[config.mk]
export PLATFORM = sky130hd
export DESIGN_NAME = spi_flash_arbiter
export DESIGN_NICKNAME = d
export VERILOG_FILES = /design/src/rtl/spi_flash_arbiter.sv
export SDC_FILE = /design/constraint.sdc
export NUM_CORES = 1
export LEC_CHECK = 0
export CORE_MARGIN = 1
export CORE_UTILIZATION = 44
export CTS_BUF_LIST = sky130_fd_sc_hd__clkbuf_4 sky130_fd_sc_hd__clkbuf_8 sky130_fd_sc_hd__clkbuf_16
export CTS_CLUSTER_DIAMETER = 100
export CTS_CLUSTER_SIZE = 10
export DETAILED_ROUTE_END_ITERATION = 7
export PLACE_DENSITY = 0.76
export SLEW_MARGIN = 15
export SYNTH_ARGS = -nofsm -noshare
export SYNTH_HDL_FRONTEND = slang
export SYNTH_SLANG_ARGS = --single-unit
export TNS_END_PERCENT = 30
[constraint.sdc]
create_clock -name clk -period 2 [get_ports clk]
set_clock_uncertainty 0.1 [all_clocks]
set_input_delay 0.2 -clock clk [delete_from_list [all_inputs] [get_ports clk]]
set_output_delay 0.2 -clock clk [all_outputs]
set_load 0.1 [all_outputs]
[src/rtl/spi_flash_arbiter.sv]
// spi_flash_arbiter: shares one SPI flash between a USB SPI bridge (requester 0)
// and a boot-header reader (requester 1). Ownership is granted with round-robin
// tie-break, held until the owner drops req with CS high, and followed by a
// forced CS-high guard gap before the next owner.
// Optional SCK-idle watchdog: define SPI_ARB_WDOG_EN.
module spi_flash_arbiter #(
  parameter int          GUARD_CYCLES = 4,
  parameter logic [15:0] WDOG_CYCLES  = 16'd50000
) (
  input  logic clk,
  input  logic reset,
  input  logic req0,
  input  logic req1,
  output logic gnt0,
  output logic gnt1,
  input  logic cs_b0,
  input  logic sck0,
  input  logic mosi0,
  input  logic cs_b1,
  input  logic sck1,
  input  logic mosi1,
  output logic miso0,
  output logic miso1,
  output logic spi_cs_b,
  output logic spi_sck,
  output logic spi_mosi,
  input  logic spi_miso,
  output logic busy,
  output logic wdog_event
);

  typedef enum logic [1:0] {IDLE, OWN0, OWN1, GUARD} state_e;

  localparam logic [7:0] GUARD_LOAD = 8'(GUARD_CYCLES - 1);

  state_e     state_q, state_d;
  logic       gnt0_q, gnt0_d;
  logic       gnt1_q, gnt1_d;
  logic [7:0] guard_q, guard_d;
  logic       last_q, last_d;   // most recent owner; reset to 1 so requester 0 wins first tie
  logic       elig0, elig1;
  logic       fire0, fire1;

`ifdef SPI_ARB_WDOG_EN
  logic [15:0] wdog_q, wdog_d;
  logic [1:0]  mask_q, mask_d;
  logic        sck0_prev_q, sck1_prev_q;
  logic        wdog_event_q;
  logic        own_sck, own_prev;

  // Watchdog: count owner cycles with SCK unchanged, mask a requester it evicts
  always_comb begin
    own_sck  = (state_q == OWN1) ? sck1 : sck0;
    own_prev = (state_q == OWN1) ? sck1_prev_q : sck0_prev_q;
    wdog_d   = '0;
    if (state_q == OWN0 || state_q == OWN1)
      wdog_d = (own_sck != own_prev) ? 16'd0 : wdog_q + 16'd1;
    fire0  = (state_q == OWN0) && (wdog_d == WDOG_CYCLES);
    fire1  = (state_q == OWN1) && (wdog_d == WDOG_CYCLES);
    elig0  = req0 & ~mask_q[0];
    elig1  = req1 & ~mask_q[1];
    mask_d = mask_q;
    if (!req0) mask_d[0] = 1'b0;
    if (!req1) mask_d[1] = 1'b0;
    if (fire0) mask_d[0] = 1'b1;
    if (fire1) mask_d[1] = 1'b1;
  end

  // Watchdog state registers
  always_ff @(posedge clk) begin
    if (reset) begin
      wdog_q       <= '0;
      mask_q       <= '0;
      sck0_prev_q  <= 1'b0;
      sck1_prev_q  <= 1'b0;
      wdog_event_q <= 1'b0;
    end else begin
      wdog_q       <= wdog_d;
      mask_q       <= mask_d;
      sck0_prev_q  <= sck0;
      sck1_prev_q  <= sck1;
      wdog_event_q <= fire0 | fire1;
    end
  end

  assign wdog_event = wdog_event_q;
`else
  assign elig0 = req0;
  assign elig1 = req1;
  assign fire0 = 1'b0;
  assign fire1 = 1'b0;
  // Always 0; the parameter is referenced only so both builds share one interface
  assign wdog_event = 1'b0 & (|WDOG_CYCLES);
`endif

  // Next-state: arbitration in IDLE, release on req low with CS high, guard countdown
  always_comb begin
    state_d = state_q;
    guard_d = guard_q;
    last_d  = last_q;
    case (state_q)
      IDLE: begin
        if (elig0 && elig1) state_d = last_q ? OWN0 : OWN1;
        else if (elig0)     state_d = OWN0;
        else if (elig1)     state_d = OWN1;
      end
      OWN0: begin
        if (fire0 || (!req0 && cs_b0)) begin
          state_d = GUARD;
          guard_d = GUARD_LOAD;
          last_d  = 1'b0;
        end
      end
      OWN1: begin
        if (fire1 || (!req1 && cs_b1)) begin
          state_d = GUARD;
          guard_d = GUARD_LOAD;
          last_d  = 1'b1;
        end
      end
      GUARD: begin
        if (guard_q == 8'd0) state_d = IDLE;
        else                 guard_d = guard_q - 8'd1;
      end
      default: state_d = IDLE;
    endcase
    gnt0_d = (state_d == OWN0);
    gnt1_d = (state_d == OWN1);
  end

  // Arbiter state registers
  always_ff @(posedge clk) begin
    if (reset) begin
      state_q <= IDLE;
      gnt0_q  <= 1'b0;
      gnt1_q  <= 1'b0;
      guard_q <= '0;
      last_q  <= 1'b1;
    end else begin
      state_q <= state_d;
      gnt0_q  <= gnt0_d;
      gnt1_q  <= gnt1_d;
      guard_q <= guard_d;
      last_q  <= last_d;
    end
  end

  // Pin mux: owner drives the flash, everyone else sees CS high and MISO 0
  always_comb begin
    spi_cs_b = 1'b1;
    spi_sck  = 1'b0;
    spi_mosi = 1'b0;
    miso0    = 1'b0;
    miso1    = 1'b0;
    case (state_q)
      OWN0: begin
        spi_cs_b = cs_b0;
        spi_sck  = sck0;
        spi_mosi = mosi0;
        miso0    = spi_miso;
      end
      OWN1: begin
        spi_cs_b = cs_b1;
        spi_sck  = sck1;
        spi_mosi = mosi1;
        miso1    = spi_miso;
      end
      default: ;
    endcase
  end

  assign gnt0 = gnt0_q;
  assign gnt1 = gnt1_q;
  assign busy = (state_q != IDLE);

endmodule

==> results_tabular.tex <==
\begin{tabular}{lr}
\hline
Metric & Value \\
\hline
\multicolumn{2}{l}{\textbf{Worst setup path}} \\
\quad Crit-path max FO & 5 \\
\quad Worst Setup Path Type & reg2reg \\
\quad Element type at the critical path end & register \\
\quad Data arrival time of the worst path & 2.09 ns \\
\quad Required time at the endpoint of the critical path & 2.12 ns \\
\quad Kind of launch point of the worst setup path & register \\
\multicolumn{2}{l}{\textbf{Drt}} \\
\quad Vias after detailed routing & 895 \\
\quad Number of DRC violations after detailed-routing iteration 0 & 24 \\
\quad Drt via density & 5.594 \\
\quad DR pass1 iterations & 4 \\
\quad Routed WL & 2114 um \\
\quad DRT antenna net count & 0 \\
\quad Avg WL per Cell & 13.21 um \\
\quad DRC Markers & 0 \\
\multicolumn{2}{l}{\textbf{Logic synthesis}} \\
\quad Post-synthesis sequential area ratio & 0.2897 \\
\quad Most area-hungry cell type in the Yosys netlist & sky130\_fd\_sc\_hd\_\_dfxtp\_1 \\
\quad Post-Syn Nets & 120 \\
\quad Mapped Area & 898.4 um2 \\
\quad Primary flip-flop cell chosen by synthesis mapping & sky130\_fd\_sc\_hd\_\_dfxtp\_1 \\
\quad Most numerous cell types in the synthesized netlist & sky130\_fd\_sc\_hd\_\_dfxtp\_1 (13), sky130\_fd\_sc\_hd\_\_a21oi\_1 (8), sky130\_fd\_sc\_hd\_\_inv\_1 (8) \\
\quad Adder-cell share of the synthesized area & 0.09749 \\
\quad Parity-gate share of the synthesized area counting xor and xnor cells & 0 \\
\quad Yosys cell types & 41 \\
\quad Simple-Gate Fraction of Synth Area & 0.2618 \\
\quad Synthesis warning total & 0 \\
\quad Library cell with the highest instance count after synthesis & sky130\_fd\_sc\_hd\_\_dfxtp\_1 \\
\quad Count of flip-flops with a built-in enable after synthesis & 0 \\
\quad Proportion of netlist area held by the largest area contributor & 0.2897 \\
\quad Largest family of logic cells by synthesized area & simple AND/OR/NAND/NOR gates \\
\quad Instance count of the mapped netlist & 102 \\
\quad Post-synthesis sequential element count & 13 \\
\quad Mux contribution to synthesized area & 0 \\
\quad Largest cells by area after synthesis & sky130\_fd\_sc\_hd\_\_dfxtp\_1 (29\%), sky130\_fd\_sc\_hd\_\_ha\_1 (9.7\%), sky130\_fd\_sc\_hd\_\_or4\_1 (5.8\%) \\
\quad Avg Cell Area, Syn & 8.807 um2 \\
\quad Fraction of the mapped netlist area in compound gates & 0.2563 \\
\quad Async set-or-reset flop fraction in the synthesized netlist & 0 \\
\multicolumn{2}{l}{\textbf{Job}} \\
\quad Number of max-cap violations & 0 \\
\multicolumn{2}{l}{\textbf{Finish}} \\
\quad Filler cells & 144 \\
\quad Net count reported at finish & 154 \\
\quad Diode count & 0 \\
\quad Fraction of layout instances using a drive strength above 1 & 0.3185 \\
\quad Final core utilization & 0.7052 \\
\quad Layout area overhead & 42.90\% \\
\multicolumn{2}{l}{\textbf{Floorplanning}} \\
\quad Core footprint & 0.001821 mm2 \\
\quad Die width & 47.19 um \\
\quad Area of the die & 0.002226 mm2 \\
\quad Y dimension of the die & 47.19 um \\
\quad Number of top-level pins & 20 \\
\quad Starting density of the core & 0.4935 \\
\quad Row Count & 15 \\
\multicolumn{2}{l}{\textbf{Global routing}} \\
\quad Via count of the first global-routing pass & 813 \\
\quad Antenna violations before repair & 0 \\
\quad Wire length of the first global-routing pass & 3229 um \\
\quad Sum of overflow across all layers after global routing & 0 \\
\quad Met1 usage in global routing & 0.2202 \\
\quad Met2 demand-to-capacity share in global routing & 0.3944 \\
\quad Pin count of the biggest net entering global routing & 12 \\
\quad Total global-route track usage & 0.2069 \\
\quad Global-route layer with the greatest usage & met2 \\
\quad Met3 Track Usage GR & 0.07308 \\
\multicolumn{2}{l}{\textbf{STA}} \\
\quad Upper clock frequency limit & 506.4 MHz \\
\quad Max Slew Vio Count & 0 \\
\quad RSZ-0062 raised after global routing & true \\
\quad Count of endpoints failing setup in the final report & 0 \\
\quad Final hold violation count & 0 \\
\quad Final cycle utilization of the critical path & 0.9873 \\
\quad Minimum clock period after layout & 1.975 ns \\
\multicolumn{2}{l}{\textbf{Clocking}} \\
\quad Cell chosen for the clock root & sky130\_fd\_sc\_hd\_\_clkbuf\_4 \\
\quad Clk sinks & 13 \\
\quad TritonCTS clock tree & done \\
\quad Maximum level of the CTS H-tree & 1 \\
\quad Clock-pin transition on the worst setup and hold timing paths & 0.08 ns \\
\quad Maximum clock path buffer count & 2 \\
\quad Total CTS buffers & 3 \\
\quad Latest clock arrival within the worst-skew pair & 0.28 ns \\
\quad Quantity of hold-fixing buffers added after cts & 0 \\
\multicolumn{2}{l}{\textbf{Pwr}} \\
\quad Share of total power in sequential cells & 0.217 \\
\quad IR Drop Worst-Case VDD & 0.8033 mV \\
\quad Combinational share of power & 0.693 \\
\quad Cell area power density & 1489 mW/mm2 \\
\quad Power Internal & 0.0009926 W \\
\quad Net switching share of the total power & 0.4808 \\
\quad Net switching power & 0.0009190 W \\
\quad Post-layout total power & 0.001912 W \\
\quad Clock power share & 0.090 \\
\quad Leakage power total & 0.5404 nW \\
\multicolumn{2}{l}{\textbf{Placed design}} \\
\quad DP Wirelength & 1610 um \\
\quad GPL Wtd Cong & 0.8402 \\
\quad Count of buffers from port buffering & 18 \\
\multicolumn{2}{l}{\textbf{Worst hold path}} \\
\quad Kind of path behind the tightest hold check & reg2reg \\
\multicolumn{2}{l}{\textbf{Run status}} \\
\quad Result of the run & finished, final reports clean \\
\hline
\end{tabular}
-- through the flow --
step	instance area, um2	instances	setup slack (ns)	TNS (ns)	hold slack [ns]
detailed placement	1221	153	-0.1476	-0.7201	0.3893
global route	1284	160	-0.01882	-0.05581	0.4352
global placement	1221	153	-0.09807	-0.5551	0.3757
floorplan	900.9	102	-0.4393	-0.6792	0.3518
finish	1284	160	0.02531	0	0.4071
CTS	1252	157	0.01710	0	0.4010
-- cells by family after synthesis --
group | after synthesis
fa+ha+maj | 7
other cells | 1
simple gates | 35
buf+inv | 14
compound gates | 32
flops | 13
-- cell usage in the layout, fill, tap and decap left out, types with 2 or more instances in the layout --
master	n
sky130_fd_sc_hd__nand2_1	2
sky130_fd_sc_hd__or4_1	6
sky130_fd_sc_hd__nor2b_1	2
sky130_fd_sc_hd__clkdlybuf4s50_1	10
sky130_fd_sc_hd__nor2_1	6
sky130_fd_sc_hd__nor3b_1	2
sky130_fd_sc_hd__clkbuf_4	4
sky130_fd_sc_hd__inv_2	2
sky130_fd_sc_hd__nand2b_1	2
sky130_fd_sc_hd__dfxtp_1	11
sky130_fd_sc_hd__inv_1	6
sky130_fd_sc_hd__buf_4	19
sky130_fd_sc_hd__a211oi_1	3
sky130_fd_sc_hd__a22oi_1	3
sky130_fd_sc_hd__buf_12	6
sky130_fd_sc_hd__o21ai_0	2
sky130_fd_sc_hd__a21oi_1	8
sky130_fd_sc_hd__ha_1	6
sky130_fd_sc_hd__and2_1	2
sky130_fd_sc_hd__o31ai_1	5
sky130_fd_sc_hd__dfxtp_2	2
-- area by class of cell --
type                            count  area, um2  area share
Inverter                            8      30.03     0.02339
Sequential cell                    13      262.8      0.2047
Timing Repair Buffer               35      362.8      0.2827
Tap cell                           25      31.28     0.02437
Clock buffer                        4      30.03     0.02339
Multi-Input combinational cell     75      566.8      0.4415
-- worst max-delay path: stages (launching register included) --
cell	delay, ns
sky130_fd_sc_hd__dfxtp_2	0.36
sky130_fd_sc_hd__inv_2	0.06
sky130_fd_sc_hd__ha_1	0.21
sky130_fd_sc_hd__a221o_2	0.41
sky130_fd_sc_hd__buf_4	0.17
sky130_fd_sc_hd__or4_1	0.49
sky130_fd_sc_hd__a21oi_1	0.13
-- flip-flops by register name (all words and copies together), names as in the netlist --
name and count:
state_q 2, gnt1 1, gnt0 1, guard_q 8, last_q 1
-- final timing paths --
path	cells past startpoint	slack, ns	start	endpoint
setup / recovery	6	0.03	state_q[0]	guard_q[7]
hold reg to reg	2	0.41	last_q	last_q
hold / removal	2	0.41	last_q	last_q
setup reg to reg	6	0.03	state_q[0]	guard_q[7]
-- metal layers --
metal / vias up / wire [um]
met4: 0 / 9
met1: 420 / 871
met2: 25 / 1121
met5: - / 0
met3: 2 / 112
li1: 448 / -
-- what timing repair did --
action | in CTS | in global routing
buffers inserted | 0 | 3
endpoints found under the setup margin | 1 | 7
pin swaps | 0 | 4
resized for setup | 1 | 8
-- power by group through the flow --
stage	registers (W)	clock network, W	logic, W
CTS	0.000406	0.000177	0.00126
global placement	0.000408	0	0.00122
floorplan	0.000478	0	0.000785
finish	0.000415	0.000172	0.00132
detailed placement	0.000412	0	0.00125
global route	0.000425	0.000191	0.00140
Power figures use the tool's default switching activity.
